### config.mk
export PLATFORM = sky130hd
export DESIGN_NAME = ex_acc_stage
export DESIGN_NICKNAME = d
export VERILOG_FILES = /design/src/rtl/ex_acc_pkg.sv /design/src/rtl/ex_acc_mul.sv /design/src/rtl/ex_acc_stage.sv
export SDC_FILE = /design/constraint.sdc
export NUM_CORES = 1
export LEC_CHECK = 0
export ABC_CLOCK_PERIOD_IN_PS = 4700
export BUFFER_PORTS_ARGS = -buffer_cell sky130_fd_sc_hd__buf_2
export CAP_MARGIN = 20
export CORE_ASPECT_RATIO = 0.7
export CORE_UTILIZATION = 59
export DETAILED_ROUTE_END_ITERATION = 10
export GPL_ROUTABILITY_DRIVEN = 1
export MAX_ROUTING_LAYER = met4
export PLACE_DENSITY = 0.81
export SYNTH_ARGS = -nofsm -noshare
export SYNTH_HDL_FRONTEND = slang
export SYNTH_SLANG_ARGS = --single-unit
### constraint.sdc
create_clock -name clock -period 4.7 [get_ports clock]
set_input_delay 0.47 -clock clock [delete_from_list [all_inputs] [get_ports clock]]
set_output_delay 0.47 -clock clock [all_outputs]
set_load 0.05 [all_outputs]
### src/rtl/ex_acc_pkg.sv
// Shared definitions for the accumulator execute stage.
//   - ALU function codes (funct field)
//   - forward-select codes (fwd field)
//   - bit positions inside the pass-through control bus
//   - execute-stage FSM state type
package ex_acc_pkg;

    localparam logic [2:0] FUNCT_ADD  = 3'b000;
    localparam logic [2:0] FUNCT_SUB  = 3'b001;
    localparam logic [2:0] FUNCT_AND  = 3'b010;
    localparam logic [2:0] FUNCT_OR   = 3'b011;
    localparam logic [2:0] FUNCT_XOR  = 3'b100;
    localparam logic [2:0] FUNCT_SLT  = 3'b101;
    localparam logic [2:0] FUNCT_MUL  = 3'b110;
    localparam logic [2:0] FUNCT_PASS = 3'b111;

    localparam logic [1:0] FWD_BASE = 2'b00;
    localparam logic [1:0] FWD_ACC  = 2'b01;
    localparam logic [1:0] FWD_MEM  = 2'b10;
    localparam logic [1:0] FWD_ALT  = 2'b11;  // behaves as FWD_BASE

    localparam int unsigned CTRL_WR  = 0;
    localparam int unsigned CTRL_WM  = 1;
    localparam int unsigned CTRL_RM  = 2;
    localparam int unsigned CTRL_NEQ = 3;
    localparam int unsigned CTRL_J   = 4;
    localparam int unsigned CTRL_JC  = 5;

    typedef enum logic {
        ST_IDLE = 1'b0,
        ST_MUL  = 1'b1
    } exState_t;

endpackage

### src/rtl/ex_acc_mul.sv
// Iterative shift-add multiplier (low WIDTH bits of the product).
//   clock, reset   : stage clock, synchronous active-high reset (aborts a run)
//   start          : latch operands, clear product, begin WIDTH iterations
//   multiplicand   : operand A
//   multiplier     : operand acc_in
//   done           : high during the final iteration cycle
//   product        : product including the current iteration; valid when done
module ex_acc_mul #(
    parameter int unsigned WIDTH = 16
) (
    input  logic             clock,
    input  logic             reset,
    input  logic             start,
    input  logic [WIDTH-1:0] multiplicand,
    input  logic [WIDTH-1:0] multiplier,
    output logic             done,
    output logic [WIDTH-1:0] product
);
    import ex_acc_pkg::*;

    localparam int unsigned CW = (WIDTH > 1) ? $clog2(WIDTH) : 1;

    logic             busy;
    logic [CW-1:0]    count;
    logic [WIDTH-1:0] mcand;
    logic [WIDTH-1:0] mplier;
    logic [WIDTH-1:0] prod;
    logic [WIDTH-1:0] stepProd;

    // Product after this cycle's add; exposed so the stage can write the
    // result on the same edge as the last iteration.
    always_comb begin
        stepProd = prod + (mplier[0] ? mcand : '0);
    end

    assign product = stepProd;
    assign done    = busy && (count == '0);

    always_ff @(posedge clock) begin
        if (reset) begin
            busy   <= 1'b0;
            count  <= '0;
            mcand  <= '0;
            mplier <= '0;
            prod   <= '0;
        end else if (start) begin
            busy   <= 1'b1;
            count  <= CW'(WIDTH - 1);
            mcand  <= multiplicand;
            mplier <= multiplier;
            prod   <= '0;
        end else if (busy) begin
            prod   <= stepProd;
            mcand  <= mcand << 1;
            mplier <= mplier >> 1;
            count  <= count - 1'b1;
            if (count == '0) begin
                busy <= 1'b0;
            end
        end
    end

endmodule

### src/rtl/ex_acc_stage.sv
// Execute stage of the accumulator pipeline (decode -> EX -> memory).
//   clock, reset          : stage clock, synchronous active-high reset
//   in_valid / in_ready   : decode handshake; accept = in_valid && in_ready
//   funct, acc_ld, imm_sel, set_out : operation controls
//   pc, reg_val, sinal_ext, data_mem, fwd : operands and forwarding
//   rd_in, ctrl_in        : pass-through destination and control bits
//   out_valid             : memory-stage outputs carry a real instruction
//   acc_out, zero_out     : accumulator output register and zero flag
//   jump_target, rs_out, rd_out, ctrl_out : registered pipeline outputs
module ex_acc_stage #(
    parameter int unsigned WIDTH  = 16,
    parameter int unsigned RD_W   = 2,
    parameter int unsigned CTRL_W = 6,
    parameter int unsigned MUL_EN = 1
) (
    input  logic              clock,
    input  logic              reset,
    input  logic              in_valid,
    output logic              in_ready,
    input  logic [2:0]        funct,
    input  logic              acc_ld,
    input  logic              imm_sel,
    input  logic              set_out,
    input  logic [WIDTH-1:0]  pc,
    input  logic [WIDTH-1:0]  reg_val,
    input  logic [WIDTH-1:0]  sinal_ext,
    input  logic [1:0]        fwd,
    input  logic [WIDTH-1:0]  data_mem,
    input  logic [RD_W-1:0]   rd_in,
    input  logic [CTRL_W-1:0] ctrl_in,
    output logic              out_valid,
    output logic [WIDTH-1:0]  acc_out,
    output logic              zero_out,
    output logic [WIDTH-1:0]  jump_target,
    output logic [WIDTH-1:0]  rs_out,
    output logic [RD_W-1:0]   rd_out,
    output logic [CTRL_W-1:0] ctrl_out
);
    import ex_acc_pkg::*;

    exState_t state, nextState;

    logic [WIDTH-1:0]  accIn;
    logic [WIDTH-1:0]  aVal;
    logic [WIDTH-1:0]  ldVal;
    logic [WIDTH-1:0]  ldBase;
    logic [WIDTH-1:0]  aluRes;
    logic              accept;
    logic              isMul;
    logic              mulStart;
    logic              mulDone;
    logic [WIDTH-1:0]  mulProd;

    // Fields of an in-flight multiply, written to the outputs when it ends.
    logic              pendSet;
    logic [WIDTH-1:0]  pendJmp;
    logic [WIDTH-1:0]  pendRs;
    logic [RD_W-1:0]   pendRd;
    logic [CTRL_W-1:0] pendCtrl;

    assign in_ready = (state == ST_IDLE);
    assign accept   = in_valid && in_ready;
    assign isMul    = (MUL_EN != 0) && (funct == FUNCT_MUL) && !acc_ld;
    assign mulStart = accept && isMul;

    // Forwarding muxes: acc_out read here is the pre-edge value.
    always_comb begin
        ldBase = imm_sel ? sinal_ext : reg_val;
        case (fwd)
            FWD_ACC: begin
                aVal  = acc_out;
                ldVal = acc_out;
            end
            FWD_MEM: begin
                aVal  = data_mem;
                ldVal = data_mem;
            end
            default: begin
                aVal  = reg_val;
                ldVal = ldBase;
            end
        endcase
    end

    always_comb begin
        aluRes = aVal;
        case (funct)
            FUNCT_ADD:  aluRes = aVal + accIn;
            FUNCT_SUB:  aluRes = aVal - accIn;
            FUNCT_AND:  aluRes = aVal & accIn;
            FUNCT_OR:   aluRes = aVal | accIn;
            FUNCT_XOR:  aluRes = aVal ^ accIn;
            FUNCT_SLT:  aluRes = {{(WIDTH-1){1'b0}}, ($signed(aVal) < $signed(accIn))};
            default:    aluRes = aVal;  // PASS, and MUL when the multiplier is absent
        endcase
    end

    ex_acc_mul #(
        .WIDTH(WIDTH)
    ) uMul (
        .clock       (clock),
        .reset       (reset),
        .start       (mulStart),
        .multiplicand(aVal),
        .multiplier  (accIn),
        .done        (mulDone),
        .product     (mulProd)
    );

    always_ff @(posedge clock) begin
        if (reset) begin
            state <= ST_IDLE;
        end else begin
            state <= nextState;
        end
    end

    always_comb begin
        nextState = state;
        case (state)
            ST_IDLE: if (mulStart) nextState = ST_MUL;
            ST_MUL:  if (mulDone)  nextState = ST_IDLE;
            default: nextState = ST_IDLE;
        endcase
    end

    always_ff @(posedge clock) begin
        if (reset) begin
            accIn       <= '0;
            acc_out     <= '0;
            zero_out    <= 1'b0;
            jump_target <= '0;
            rs_out      <= '0;
            rd_out      <= '0;
            ctrl_out    <= '0;
            out_valid   <= 1'b0;
            pendSet     <= 1'b0;
            pendJmp     <= '0;
            pendRs      <= '0;
            pendRd      <= '0;
            pendCtrl    <= '0;
        end else begin
            // Bubble unless an instruction completes on this edge.
            out_valid <= 1'b0;
            ctrl_out  <= '0;
            if (accept) begin
                if (isMul) begin
                    pendSet  <= set_out;
                    pendJmp  <= pc + sinal_ext;
                    pendRs   <= aVal;
                    pendRd   <= rd_in;
                    pendCtrl <= ctrl_in;
                end else begin
                    if (acc_ld) begin
                        accIn <= ldVal;
                    end else if (set_out) begin
                        acc_out  <= aluRes;
                        zero_out <= (aluRes == '0);
                    end
                    jump_target <= pc + sinal_ext;
                    rs_out      <= aVal;
                    rd_out      <= rd_in;
                    ctrl_out    <= ctrl_in;
                    out_valid   <= 1'b1;
                end
            end else if (state == ST_MUL && mulDone) begin
                if (pendSet) begin
                    acc_out  <= mulProd;
                    zero_out <= (mulProd == '0);
                end
                jump_target <= pendJmp;
                rs_out      <= pendRs;
                rd_out      <= pendRd;
                ctrl_out    <= pendCtrl;
                out_valid   <= 1'b1;
            end
        end
    end

endmodule

### Word level (Yosys, flattened, before mapping)

Index checks and enable logic that the tools add are counted.

* register bits: 169
* latch bits: 0
* bits in writable memories: 0
* ROM bits: 0
* bits of input ports: 83
* output and inout port bits: 59
* word-level logic and storage cells: 103
* memories: 0

* add/sub/neg operators: 5
* $mul: 0
* divide/modulo/power cells: 0
* magnitude comparators: 1
* eq/ne operators: 11
* shift operators: 0
* muxes and demuxes: 44
* bitwise logic cells: 5
* reductions and logical operators: 18

Operator list (count)
* 2-to-1 mux 16 bit: 18
* one-hot mux 16 bit (6 select lines): 1
* one-hot mux 16 bit (2 select lines): 2
* adder 16 bit: 3
* zero test 16 bit: 2
* 2-to-1 mux 6 bit: 3
* AND 16 bit: 1
* < comparator 16 bit: 1
* bitwise OR 16 bit: 1
* subtractor 16 bit: 1
* XOR 16 bit: 1
* 2-to-1 mux 1 bit: 14
* == test 3 bit (second input constant): 3
* 2-to-1 mux 4 bit: 2
* == test 3 x 2 -> 1 bit (second input constant): 2
* 2-to-1 mux 2 bit: 3
* != test 2 bit (second input constant): 3
* nonzero test 2 bit: 3
* logical AND 1 bit: 5
* AND reduction 5 bit: 1
* zero test 4 bit: 1
* AND reduction 2 bit: 2
* subtractor 4 x 1 -> 4 bit (second input constant): 1
* == test 3 x 1 -> 1 bit (second input constant): 1
* other kinds (8): 9

### Depth between registers and ports, before layout

* word-level depth: 9
* gate-level depth with buffers: 20
* gate-level depth less buffers: 18

### Cells and area by module

Synthesis repeated with hierarchy kept, for this count alone.

* cell total of the unflattened synthesis: 1540
* area, all modules: 11607.4 µm²

By module, submodules not included
* ex_acc_stage: times used 1, cells each 1150, area an instance 8420.6 µm², sequential area each 2322.2 µm²
* ex_acc_mul: times used 1, cells each 390, area an instance 3186.8 µm², sequential area each 1061.0 µm²

### Worst setup path before layout

Ideal clock, no wire load.

* kind: input-to-reg
* start point: in fwd[0]
* end point: reg zero_out
* arrival time: 4.344 ns
* data required time: 4.641 ns
* path slack: 0.298 ns
* stages on the path: 19
* buffers on the path: 5
* cell sequence: inv_1 -> ha_1 -> clkbuf_1 -> buf_2 -> buf_1 -> buf_1 -> a21oi_1 -> inv_1 -> ha_1 -> clkbuf_1 -> inv_1 -> nand4_1 -> nor3_4 -> nor3_1 -> a2111oi_2 -> a211oi_1 -> or4b_1 -> nor4b_1 -> a31o_1

* word-level cells in the longest chain between the ends: 9
* elaborated cells on any way between the ends: 15

RTL lines
* start: declaration: line ex_acc_stage.sv:27 `input logic [1:0] fwd,`
* == test 2 bit / == test 2 x 1 -> 1 bit (equally long branches): line ex_acc_stage.sv:69 `case (fwd)`
* one-hot mux 16 bit (2 select lines) *: line ex_acc_stage.sv:69
* via aVal[11]: line ex_acc_stage.sv:44 `logic [WIDTH-1:0] aVal;`
* subtractor 16 bit, or another cell as far along: line ex_acc_stage.sv:89 `FUNCT_SUB: aluRes = aVal - accIn;`
* one-hot mux 16 bit (6 select lines) *: line ex_acc_stage.sv:87 `case (funct)`
* zero test 16 bit *: line ex_acc_stage.sv:158 `zero_out <= (aluRes == '0);`
* 2-to-1 mux 1 bit *: line ex_acc_stage.sv:156 `end else if (set_out) begin`
* 2-to-1 mux 1 bit *: line ex_acc_stage.sv:154 `if (acc_ld) begin`
* 2-to-1 mux 1 bit *: line ex_acc_stage.sv:147 `if (isMul) begin`
* 2-to-1 mux 1 bit *: line ex_acc_stage.sv:146 `if (accept) begin`
* end signal: assignment: line ex_acc_stage.sv:158
* end signal: assignment: line ex_acc_stage.sv:169 `zero_out <= (mulProd == '0);`
* end: declaration: line ex_acc_stage.sv:33 `output logic zero_out,`

The timed path passes the listed nets; every way through them passes the cells marked *. The select of a mux whose other input is x is not followed.
A chain may end at the register's enable or synchronous reset.

### Worst setup path in the final report

Ends and elaborated chain as after synthesis.

==> flow_metrics.tcl <==
set metrics [dict create \
    final_area_um2 13100 \
    ant_nets 0 \
    placed_area_um2 12400 \
    min_delay_path_depth 3 \
    period_needed_ps 4230 \
    syn_inst 1472 \
    clk_latency_ps 450 \
    reg2reg_slack_ps 730 \
    cp-start-kind "input port" \
    regArea_um2 3380 \
    drt_first_pass_iters 8 \
    fin_crit_sh_pct 90.0 \
    fp-row-count 42 \
    syn-num-nets 1646 \
    cts_tree "yes" \
    cp-end-kind "flip-flop" \
    routed_via_density 6.26 \
    slowest_delay_ps 540 \
    numCtsBuffers 17 \
    yosys.area.top_type "dfxtp_1" \
    synthArstFlopShare_pct 0 \
    syn_to_final_growth_pct 15.3 \
    antenna_found_initial 0 \
    drt_wl_total_um 38400 \
    finalNonFillerCells 1844 \
    r2r-end "zero_out$_SDFFE_PP0P_" \
    routabilityCongestion 1.04 \
    fmax_mhz 236 \
    htree_levels 4 \
    drt-initial-drc-count 1119 \
    ys_types 80 \
    pin_count 142 \
    antenna_cells_inserted 0 \
    num-fill-cells 1614 \
    grt_max_degree 88 \
    total_power_w 0.00418 \
    power_density_nw_per_um2 320 \
    synth-edff-count 0 \
    multi_input_area_um2 7270 \
    die_h_um 118 \
    hp-start "rd_in[1]" \
    synth_area_per_cell_um2 7.71 \
    finalSetupViolCount 0 \
    final-hold-violation-count 0 \
    worstPathRequired_ps 5090 \
    yosys.area.top_type_share_pct 29.8 \
    path_clk_slew_ps 90 \
    rsz0062_at_grt "no" \
    cts.sinks 169 \
    dp_hpwl_um 28600 \
    cts.root.buffer_cell "clkbuf_16" \
    max_cap_viol_count 0 \
    fin_nets 1763 \
    holdBufCountCts 0 \
    placed_cells 1811 \
    critPathKind "in -> reg" \
    hp-class "in -> reg" \
    grt_pass1_wl_um 59100 \
    vias 11500 \
    synth_seq_cells 169 \
    die_area_um2 19800 \
    crit_chain "buf_2, inv_1, ha_1, buf_4, a221oi_1, a21oi_1, inv_1, ha_1, nor3_1, nor2_1, nand2_1, o41ai_4, a21o_1, a2111oi_2, a211oi_1, or4b_1, nor4b_1, a31o_1" \
    portBuffers 141 \
    status "finished clean" \
    drc 0 \
    p_leak_nw 5.71 \
    crit_fanout 28 \
    tightest_slew_ps 1110 \
    track_usage_pct 40.0 \
    yosys_warnings 0 \
    coreArea_um2 18900 \
    cts_setup_buffers 0 \
    ir_worst_vdd_mv 0.233 \
    whs_ps 258 \
    max_slew_margin_pct 25.4 \
    synth-main-ff-cell "dfxtp_1" \
    holdPathEnd "pendRd[1]$_SDFFE_PP0P_" \
    slowest_stage "or4b_1" \
    skew_ps 14.6 \
    slew_viol_final 0 \
    grt-ovfl-total 0 \
    r2r-start "acc_out[0]$_SDFFE_PP0P_" \
    worstRegToRegCells 14 \
    die_width_um 168 \
    ys_seq_area_share_pct 29.8 \
    start_util_pct 60.1 \
    crit_arrival_ps 4620 \
    grt_pass1_vias 10500 \
    tns_ps 0 \
    clk_path_buf_depth 2 \
    synth_area_um2 11300 \
    drt-wirelength-per-cell_um 20.8 \
    synth_area_leaders "dfxtp_1, ha_1, a21oi_1, nand2_1, nor2_1" \
    drive_gt1_share_pct 17.2 \
]
where the power goes:
group          switching [W]  total (W)  internal, W
clock               0.000762    0.00150     0.000741
combinational       0.000748    0.00115     0.000403
sequential         0.0000455    0.00153      0.00148
total                0.00156    0.00418      0.00263
routing by layer:
| layer | track usage, % | share of wire [%] | vias up |
|---|---|---|---|
| li1 | - | - | 5459 |
| met1 | 53.5 | 44 | 5424 |
| met2 | 57.6 | 42 | 588 |
| met3 | 10.5 | 10 | 68 |
| met4 | 14.5 | 3.1 | 0 |
| met5 | - | 0 | - |
worst max-delay path: cells and delay by family:
family          cells  cell delay, ps
compound gates      7            1430
simple gates        5            1290
fa+ha+maj           2             820
buf+inv             4             590
placed cells by master (no fill, tap or decap), drive strengths merged, types with 6 or more instances in the layout:
cell,count
mux2i,48
nand2b,7
o21bai,10
a21oi,169
xnor2,21
nand2,184
o21ai,64
or2,8
xor2,15
a221oi,20
ha,87
buf,200
a31oi,6
and3,7
mux2,15
nor3,33
inv,90
and2,17
clkinv,8
or3,6
o211ai,10
nor2b,11
a211oi,60
a311oi,21
nand3,10
clkbuf,17
a22oi,13
dfxtp,169
nor2,167
a21o,24
registers in the layout (all words and copies together) (netlist names):
signal and cells:
accIn 16, acc_out 16, jump_target 16, pendJmp 16, pendRs 16, rs_out 16
uMul.mcand 16, uMul.mplier 16, uMul.prod 16, ctrl_out 6, pendCtrl 6, uMul.count 4
pendRd 2, rd_out 2, out_valid 1, pendSet 1, state 1, uMul.busy 1
zero_out 1
cell type report:
type | instances | share of cell area [%]
clock inverter | 15 | 1.64
timing repair buffer | 200 | 8.95
clock buffer | 17 | 3.25
inverter | 83 | 2.38
multi-input combinational | 1118 | 55.6
tap | 242 | 2.31
sequential | 169 | 25.9
synthesized netlist by cell type (5+ instances only):
master,count
mux2_2,15
a22oi_1,13
o21ai_0,61
a21oi_1,168
nor3_1,32
o31ai_1,5
nand3_1,10
o211ai_1,10
o21bai_1,10
nand2_1,183
and2_1,17
or3_1,6
mux2i_1,48
nand2b_1,6
buf_1,9
a311oi_1,21
a31oi_1,6
a211oi_1,58
xnor2_1,21
ha_1,87
dfxtp_1,169
nor2b_1,11
inv_1,83
nor2_1,167
or2_2,8
buf_2,12
a221oi_1,18
and3_1,7
clkbuf_1,78
o22ai_1,5
a21o_1,24
xor2_1,15
what timing repair did:
item,in CTS,in global routing
gates resized for setup,0,1
setup endpoints to repair,0,1
hold endpoints to repair,0,0
per-stage QoR:
stage	util (%)	worst slack (ps)
floorplan	-	298
global placement	65.8	201
finish	69.3	471
CTS	69.1	481
global route	69.3	117
detailed placement	65.8	53.6
cell families after synthesis:
family / Yosys count / share of synthesized area [%]
xor+xnor: 36 / 2.78
compound gates: 452 / 26.4
fa+ha+maj: 91 / 10.3
mux: 63 / 5.72
buf+inv: 185 / 6.40
flops: 169 / 29.8
simple gates: 476 / 18.6
worst max path at each step:
stage | end | startpoint | cells past startpoint | slack (ps)
6_report | zero_out$_SDFFE_PP0P_ | fwd[0] | 18 | 470
5_1_grt | zero_out$_SDFFE_PP0P_ | fwd[0] | 18 | 120
4_1_cts | zero_out$_SDFFE_PP0P_ | fwd[0] | 18 | 480
3_5_place_dp | zero_out$_SDFFE_PP0P_ | fwd[0] | 18 | 50
3_3_place_gp | zero_out$_SDFFE_PP0P_ | fwd[0] | 18 | 200
2_1_floorplan | zero_out$_SDFFE_PP0P_ | fwd[0] | 19 | 300
No activity file was read; power rests on OpenSTA's default activity.
